$ cat src/rtl/cdb_pkg.sv
// rtl/cdb_pkg.sv - shared common data bus widths, tag encoding and bus types
package cdb_pkg;

    localparam int TAG_W  = 6;
    localparam int DATA_W = 32;

    // Tag value reserved to mean "no producer"; results carrying it are never broadcast.
    localparam logic [TAG_W-1:0] INVALID_TAG = 6'h3F;

    typedef struct packed {
        logic [TAG_W-1:0]  tag;
        logic [DATA_W-1:0] data;
    } cdb_entry_t;

    typedef struct packed {
        logic              is_cast;
        logic [TAG_W-1:0]  tag;
        logic [DATA_W-1:0] data;
    } cdb_bus_t;

endpackage

$ cat src/rtl/cdb_src_fifo.sv
// rtl/cdb_src_fifo.sv - per-source result FIFO feeding the CDB arbiter
module cdb_src_fifo
    import cdb_pkg::*;
#(
    parameter int DEPTH = 2
) (
    input  logic       clk_i,
    input  logic       rstn_i,
    input  logic       push_i,
    input  cdb_entry_t entry_i,
    input  logic       pop_i,
    output logic       full_o,
    output logic       empty_o,
    output cdb_entry_t head_o
);

    localparam int AW = $clog2(DEPTH);
    localparam int CW = AW + 1;

    cdb_entry_t      mem_q [DEPTH];
    logic [AW-1:0]   wr_ptr_q, wr_ptr_d;
    logic [AW-1:0]   rd_ptr_q, rd_ptr_d;
    logic [CW-1:0]   count_q, count_d;
    logic            do_push, do_pop;

    assign full_o  = (count_q == CW'(DEPTH));
    assign empty_o = (count_q == '0);
    assign head_o  = mem_q[rd_ptr_q];

    assign do_push = push_i && !full_o;
    assign do_pop  = pop_i && !empty_o;

    // DEPTH is a power of two, so the pointers wrap by natural overflow.
    always_comb begin
        wr_ptr_d = wr_ptr_q;
        rd_ptr_d = rd_ptr_q;
        count_d  = count_q;
        if (do_push) wr_ptr_d = wr_ptr_q + 1'b1;
        if (do_pop)  rd_ptr_d = rd_ptr_q + 1'b1;
        if (do_push && !do_pop) count_d = count_q + 1'b1;
        if (do_pop && !do_push) count_d = count_q - 1'b1;
    end

    always_ff @(posedge clk_i) begin
        if (!rstn_i) begin
            wr_ptr_q <= '0;
            rd_ptr_q <= '0;
            count_q  <= '0;
        end else begin
            wr_ptr_q <= wr_ptr_d;
            rd_ptr_q <= rd_ptr_d;
            count_q  <= count_d;
        end
    end

    always_ff @(posedge clk_i) begin
        if (do_push) mem_q[wr_ptr_q] <= entry_i;
    end

    a_count_bound: assert property (@(posedge clk_i) disable iff (!rstn_i) count_q <= CW'(DEPTH));

endmodule

$ cat src/rtl/cdb_arbiter.sv
// rtl/cdb_arbiter.sv - round-robin arbiter driving one registered CDB broadcast per cycle
module cdb_arbiter
    import cdb_pkg::*;
#(
    parameter int NUM_SRC    = 4,
    parameter int FIFO_DEPTH = 2
) (
    input  logic                      in_clock,
    input  logic                      in_reset_n,
    input  logic [NUM_SRC-1:0]        in_src_valid,
    input  logic [NUM_SRC*TAG_W-1:0]  in_src_tag,
    input  logic [NUM_SRC*DATA_W-1:0] in_src_data,
    output logic [NUM_SRC-1:0]        out_src_ready,
    output logic                      out_CDB_is_cast,
    output logic [TAG_W-1:0]          out_CDB_tag,
    output logic [DATA_W-1:0]         out_CDB_data,
    output logic                      out_pending
);

    localparam int PW = (NUM_SRC > 1) ? $clog2(NUM_SRC) : 1;

    logic [NUM_SRC-1:0] full, empty, push, pop;
    cdb_entry_t         src_entry [NUM_SRC];
    cdb_entry_t         head      [NUM_SRC];

    logic [PW-1:0]      ptr_q, ptr_d;
    logic [PW-1:0]      winner;
    logic               grant_vld;
    cdb_bus_t           bus_q, bus_d;

    for (genvar i = 0; i < NUM_SRC; i++) begin : g_src
        assign src_entry[i] = '{tag:  in_src_tag[i*TAG_W +: TAG_W],
                                data: in_src_data[i*DATA_W +: DATA_W]};
        // An INVALID_TAG result still completes its handshake but is never stored.
        assign push[i] = in_src_valid[i] && !full[i] &&
                         (in_src_tag[i*TAG_W +: TAG_W] != INVALID_TAG);

        cdb_src_fifo #(
            .DEPTH(FIFO_DEPTH)
        ) u_fifo (
            .clk_i   (in_clock),
            .rstn_i  (in_reset_n),
            .push_i  (push[i]),
            .entry_i (src_entry[i]),
            .pop_i   (pop[i]),
            .full_o  (full[i]),
            .empty_o (empty[i]),
            .head_o  (head[i])
        );
    end

    assign out_src_ready = ~full;
    assign out_pending   = ~&empty;

    always_comb begin
        logic [PW-1:0] idx;
        idx       = '0;
        grant_vld = 1'b0;
        winner    = '0;
        for (int k = 0; k < NUM_SRC; k++) begin
            idx = PW'((int'(ptr_q) + k) % NUM_SRC);
            if (!grant_vld && !empty[idx]) begin
                grant_vld = 1'b1;
                winner    = idx;
            end
        end
    end

    always_comb begin
        pop           = '0;
        ptr_d         = ptr_q;
        bus_d         = bus_q;
        bus_d.is_cast = 1'b0;
        if (grant_vld) begin
            pop           = NUM_SRC'(1) << winner;
            ptr_d         = (winner == PW'(NUM_SRC - 1)) ? '0 : winner + 1'b1;
            bus_d.is_cast = 1'b1;
            bus_d.tag     = head[winner].tag;
            bus_d.data    = head[winner].data;
        end
    end

    always_ff @(posedge in_clock) begin
        if (!in_reset_n) begin
            ptr_q <= '0;
            bus_q <= '{is_cast: 1'b0, tag: INVALID_TAG, data: '0};
        end else begin
            ptr_q <= ptr_d;
            bus_q <= bus_d;
        end
    end

    assign out_CDB_is_cast = bus_q.is_cast;
    assign out_CDB_tag     = bus_q.tag;
    assign out_CDB_data    = bus_q.data;

endmodule

$ cat config.mk
export PLATFORM = sky130hd
export DESIGN_NAME = cdb_arbiter
export DESIGN_NICKNAME = d
export VERILOG_FILES = /design/src/rtl/cdb_pkg.sv /design/src/rtl/cdb_src_fifo.sv /design/src/rtl/cdb_arbiter.sv
export SDC_FILE = /design/constraint.sdc
export NUM_CORES = 1
export LEC_CHECK = 0
export ABC_AREA = 1
export BUFFER_PORTS_ARGS = -buffer_cell sky130_fd_sc_hd__buf_2
export CAP_MARGIN = 20
export CORE_ASPECT_RATIO = 0.7
export CORE_MARGIN = 2
export CORE_UTILIZATION = 50
export DETAILED_ROUTE_END_ITERATION = 10
export GPL_ROUTABILITY_DRIVEN = 0
export MAX_ROUTING_LAYER = met4
export PLACE_DENSITY = 0.73
export RECOVER_POWER = 50
export SYNTH_ARGS = -nofsm -noshare
export SYNTH_HDL_FRONTEND = slang
export SYNTH_SLANG_ARGS = --single-unit
$ cat constraint.sdc
create_clock -name in_clock -period 4.95 [get_ports in_clock]
set_input_delay 0.99 -clock in_clock [delete_from_list [all_inputs] [get_ports in_clock]]
set_output_delay 0.99 -clock in_clock [all_outputs]
set_load 0.05 [all_outputs]
Word-level counts from Yosys, hierarchy flattened:

Memories as Yosys holds them, arrays and structs flattened. A register that Yosys moved wholly into a read port is not among the register bits.
Index checks and enable logic that the tools add are counted.

* add/sub/neg operators: 20
* magnitude comparators: 5
* eq/ne operators: 9
* shift operators: 1
* multiplexer cells: 46
* bitwise logic cells: 2
* reduce and logical (&&, ||, !) cells: 58

Operators by type and width (number)
* $bmux 38 s2: 1
* $mux 38: 2
* $mux 39: 1
* $logic_and 1x1->1: 27
* $mux 2: 13
* $mux 1: 24
* $ne 6x6->1 const B: 4
* $logic_not 1->1: 22
* $add 2x1->2 const B: 6
* $lt 2x3->1 const B: 4
* $eq 2x2->1 const B: 5
* $add 1x1->1 const B: 8
* $bmux 1 s2: 4
* $logic_not 2->1: 4
* $reduce_bool 2->1: 4
* $sub 2x1->2 const B: 4
* $add 2x2->2 const B: 2
* $mux 4: 1
* $not 4->4: 1
* $reduce_and 4->1: 1
* $shl 1x2->4 const A: 1
* $ge 3x3->1 const B: 1
* $not 2->3: 1

* register bits: 57
* bits in writable memories: 304
* input bits: 158
* output and inout bits: 44
* logic and storage cells: 161
* memories kept: 4

Memory list
* g_src[0].u_fifo.mem_q: words 2, bits a word 38, read ports 1, clocked after memory_dff 1, wr ports 1, RTL line cdb_src_fifo.sv:20 `cdb_entry_t mem_q [DEPTH];`
* g_src[1].u_fifo.mem_q: words 2, bits a word 38, read ports 1, clocked after memory_dff 1, wr ports 1, RTL line cdb_src_fifo.sv:20
* g_src[2].u_fifo.mem_q: words 2, bits a word 38, read ports 1, clocked after memory_dff 1, wr ports 1, RTL line cdb_src_fifo.sv:20
* g_src[3].u_fifo.mem_q: words 2, bits a word 38, read ports 1, clocked after memory_dff 1, wr ports 1, RTL line cdb_src_fifo.sv:20

Depth between registers and ports, before layout:

* depth after elaboration: 19
* mapped depth: 20
* mapped depth without buffers: 17

Cells and area by module:

From an unflattened synthesis, not the netlist that was laid out.

* cell total of the unflattened synthesis: 1271
* area, all modules: 15780.1 µm²

Modules (own cells, without submodules)
* cdb_src_fifo: times used 4, cells each 158, area each 3072.9 µm², sequential area each 2382.3 µm²
* cdb_arbiter: times used 1, cells each 639, area each 3488.3 µm², sequential area each 820.8 µm²

Worst setup path after synthesis:

Ideal clock, no wire load.

* kind: input port to flip-flop
* from: in in_src_tag[2]
* to: mem g_src[0].u_fifo.mem_q[0][0] in the netlist's numbering (enable)
* library setup time: 433 ps
* arrival: 2874 ps
* required time: 4517 ps
* slack: 1643 ps
* cell stages on the path: 3
* buffers on the path: 0
* cells stage by stage: nand4_1 o211ai_1 nor2_1

* cells in the longest elaborated chain, start to end: 5

Ends and longest elaborated chain
* start, declared: RTL line cdb_arbiter.sv:11 `input logic [NUM_SRC*TAG_W-1:0] in_src_tag,`
* $ne 6x6->1: RTL line cdb_arbiter.sv:36 `(in_src_tag[i*TAG_W +: TAG_W] != INVALID_TAG);`
* $logic_and 1x1->1: RTL line cdb_arbiter.sv:35 `assign push[i] = in_src_valid[i] && !full[i] &&`
* $logic_and 1x1->1: RTL line cdb_src_fifo.sv:30 `assign do_push = push_i && !full_o;`
* $mux 1: RTL line cdb_src_fifo.sv:57 `if (do_push) mem_q[wr_ptr_q] <= entry_i;`
* $mux 1 (implied by the code): RTL line cdb_src_fifo.sv:57
* end, declared: RTL line cdb_src_fifo.sv:20

No other way between the ends.

==> out/metrics.csv <==
stage,metric,value,unit
power,VDD IR max,0.445,mV
worst_setup_path,crit path capture type,output port,
timing,Hold Slack,0.464,ns
worst_setup_path,maximum fanout along the worst path,12,
worst_setup_path,reg-to-reg endpoint,g_src[3].u_fifo.count_q[1],
cells_and_area,synthesis-to-layout area growth,16.3,%
timing,TNS Setup,0,ns
worst_setup_path,crit path launch type,register,
worst_setup_path,RR Startpoint,ptr_q[0],
routing,WL per Instance,20.2,microns
timing,"Setup violations, final",0,
cells_and_area,layout cell share with drive strength beyond 1,0.132,
worst_setup_path,R2R depth,17,
worst_setup_path,Setup CP Type,register to output port,
worst_setup_path,Arrival @ worst endpoint,2.38,ns
logic_synthesis,#FFs+latches synth,365,
cts,root buf cell,clkbuf_16,
cts,PostCTS Resize Cnt,0,
timing,Clock Skews,0.0187,ns
cts,CTS Hold Bufs,0,
global_route,largest net degree at the start of global routing,77,
routing,DRT antenna net count,0,
hold_path,Worst Hold Path Cells,2,
cells_and_area,Util after Layout,0.595,
global_route,GR Overflow Total,0,
run_status,failing checks,"max-capacitance violations, max-slew violations",
power,power per cell area,716,nW/um^2
hold_path,Hold Path End,out_CDB_tag[2],
cts,clk_lat worst skew,0.53,ns
cts,post-CTS setup buffers,0,
run_status,status,finished with violations,
global_route,global-route wire length before repair,52800,microns
floorplan,Initial Utilization,0.512,
timing,Final Hold Viols,0,
global_route,vias in the first global route,9132,
timing,fin crit period,3.37,ns
hold_path,Hold Crit Start,out_CDB_tag[2],
routing,TritonRoute pass-1 iters,6,
timing,Slew HR,-0.308,
hold_path,Worst Hold Class,register to register,
cts,H-Tree Depth,2,
cts,CTS Buffer Depth,3,
placed_design,count of input and output buffers,201,
cts,clock sinks,365,
logic_synthesis,post-synthesis cell count,1167,
timing,worst setup margin,1.58,ns
timing,unrepaired setup endpoints after global routing,false,
timing,worst-margin pin slew,1.96,ns
routing,via-per-instance ratio,5.44,
worst_setup_path,CP most frequent cell,inv_2,
worst_setup_path,R2R setup slack,1.75,ns
routing,final wirelength,35700,microns
global_route,initial antenna violation count,1,
logic_synthesis,synthesis warning total,0,
floorplan,Placeable Area,29100,sq um
worst_setup_path,slowest cell on the critical path,dfxtp_1,
floorplan,die area,31200,sq um
timing,fmax,297,MHz
floorplan,die width,210,microns
logic_synthesis,sequential area share after synthesis,0.695,
global_route,gr usage total,0.234,
worst_setup_path,"Critical Path, Cell by Cell","inv_2, o21ai_1, nand2_1, nor2_2, nand2_2, nor2_4, inv_2, buf_2",
cts,CTS buffer count,37,
run,max-cap violation count,1,
floorplan,I/O pins,202,
cts,Worst-path clk slew,0.06,ns
power,Leak,6.52,nW
logic_synthesis,Post-Syn Area,14900,sq um
worst_setup_path,Slowest Stage Delay on Critical Path,0.52,ns
timing,final period utilization,0.681,
timing,max-slew violations,36,
logic_synthesis,Synth cell types,28,
cts,CTS tree,done,
placed_design,post-DP HPWL,24600,microns
logic_synthesis,"Avg Cell Area, Syn",12.8,sq um
logic_synthesis,syn_nets,1330,
floorplan,# rows,52,
cells_and_area,nets,1526,
routing,starting DRC count in detailed routing,789,
worst_setup_path,Required @ worst endpoint,3.96,ns
cells_and_area,Fillers,2415,
floorplan,Die Ht,148,microns
placed_design,Place WS,1.83,ns
routing,DRC errors left,0,
routing,Via Count,9626,
==> cell usage in the layout (no fill, tap or decap), types with 3 or more instances in the layout <==
master | netlist | routed
edfxtp_1 | 304 | 304
nand3_1 | 192 | 192
nand2_1 | 174 | 174
mux2i_1 | 152 | 152
clkbuf_1 | 17 | 134
nor2_1 | 88 | 83
buf_2 | 26 | 79
dfxtp_1 | 61 | 57
inv_1 | 48 | 48
clkbuf_16 | 0 | 40
a21oi_1 | 24 | 24
o21ai_0 | 18 | 18
buf_4 | 9 | 13
nand2_2 | 8 | 8
clkinv_2 | 0 | 8
nor2_4 | 2 | 7
nand4_1 | 6 | 6
inv_2 | 5 | 5
ha_1 | 5 | 5
o211ai_1 | 4 | 4
dfxtp_2 | 0 | 4
clkbuf_8 | 0 | 3
buf_16 | 0 | 3
==> cell families after synthesis <==
| family | after synthesis | synth area share |
|---|---|---|
| and+or+nand+nor | 478 | 0.144 |
| DFF | 365 | 0.695 |
| muxes | 152 | 0.102 |
| buffers and inverters | 117 | 0.0365 |
| AOI/OAI and AO/OA | 48 | 0.0168 |
| adders and majority gates | 5 | 0.00420 |
| xor gates and xnor gates | 2 | 0.00118 |
==> synthesized netlist by cell type <==
master / instances / area [sq um]
buf_1: 6 / 22.5
a21oi_1: 24 / 120
nand3_2: 2 / 20.0
buf_2: 26 / 130
o211ai_1: 4 / 30.0
clkbuf_1: 17 / 63.8
inv_1: 48 / 180
mux2i_1: 152 / 1520
nand2_4: 2 / 22.5
nor2_4: 2 / 22.5
dfxtp_1: 61 / 1220
o21ai_0: 18 / 90.1
nor2_2: 2 / 12.5
nor2_1: 88 / 330
nand4_1: 6 / 37.5
edfxtp_1: 304 / 9130
nand2_1: 174 / 653
ha_1: 5 / 62.6
xor2_1: 2 / 17.5
inv_2: 5 / 18.8
clkinv_1: 1 / 3.75
nand3_1: 192 / 961
buf_6: 5 / 56.3
nand2_2: 8 / 50.1
o21ai_1: 2 / 10.0
nor3_4: 1 / 16.3
buf_4: 9 / 67.6
nand4_4: 1 / 21.3
==> how the worst max path moves through the flow <==
stage          slack, ns  cells past startpoint     startpoint                           to
2_1_floorplan       1.64                      3  in_src_tag[2]  g_src[0].u_fifo.mem_q[0][0]
3_3_place_gp        1.99                     17       ptr_q[0]   g_src[3].u_fifo.count_q[1]
3_5_place_dp        1.83                     17       ptr_q[0]   g_src[3].u_fifo.count_q[1]
4_1_cts             1.60                      8       ptr_q[0]                  out_pending
5_1_grt             1.43                      8       ptr_q[0]                  out_pending
6_report            1.58                      8       ptr_q[0]                  out_pending
==> worst max-delay path: cells and delay by family, from the launching register on <==
kind | cells | cell delay [ns]
and+or+nand+nor | 4 | 0.73
AOI/OAI and AO/OA | 1 | 0.11
DFF | 1 | 0.52
buffers and inverters | 3 | 0.48
==> routing by layer <==
metal,vias up,part of all wire,global-route usage,routed length (microns)
met5,-,0,-,0
met4,0,0.013,0.0489,454
met3,36,0.077,0.0465,2760
met1,4658,0.48,0.358,17300
met2,367,0.43,0.324,15300
li1,4565,-,-,-
==> area by class of cell <==
class / instances / area, sq um / share of cell area
Sequential cell: 365 / 10400 / 0.598
Multi-Input combinational cell: 685 / 4040 / 0.233
Clock buffer: 54 / 1080 / 0.0626
Timing Repair Buffer: 220 / 1080 / 0.0622
Tap cell: 378 / 473 / 0.0273
Inverter: 54 / 203 / 0.0117
Clock inverter: 13 / 85.1 / 0.00491
Antenna cell: 1 / 2.50 / 0.000145
==> through the flow <==
step	area [sq um]	total power [mW]	std cells
finish	17300	12.4	1770
global route	17300	13.2	1770
CTS	17500	12.4	1767
detailed placement	16300	9.76	1700
global placement	16200	9.61	1696
floorplan	14900	8.26	1167
==> state kept, by name (all words and copies together) (netlist names), named ones only <==
| register | count |
|---|---|
| out_CDB_is_cast | 1 |
| g_src.u_fifo.wr_ptr_q | 4 |
| g_src.u_fifo.mem_q | 304 |
| g_src.u_fifo.rd_ptr_q | 4 |
| out_CDB_data | 32 |
| ptr_q | 2 |
| g_src.u_fifo.count_q | 8 |
| out_CDB_tag | 6 |
==> power breakdown <==
part           internal, mW  total [mW]  switching (mW)
registers              3.89        4.09           0.198
logic                  1.61        5.64            4.03
clock network          1.53        2.66            1.13
Power figures use the tool's default switching activity.
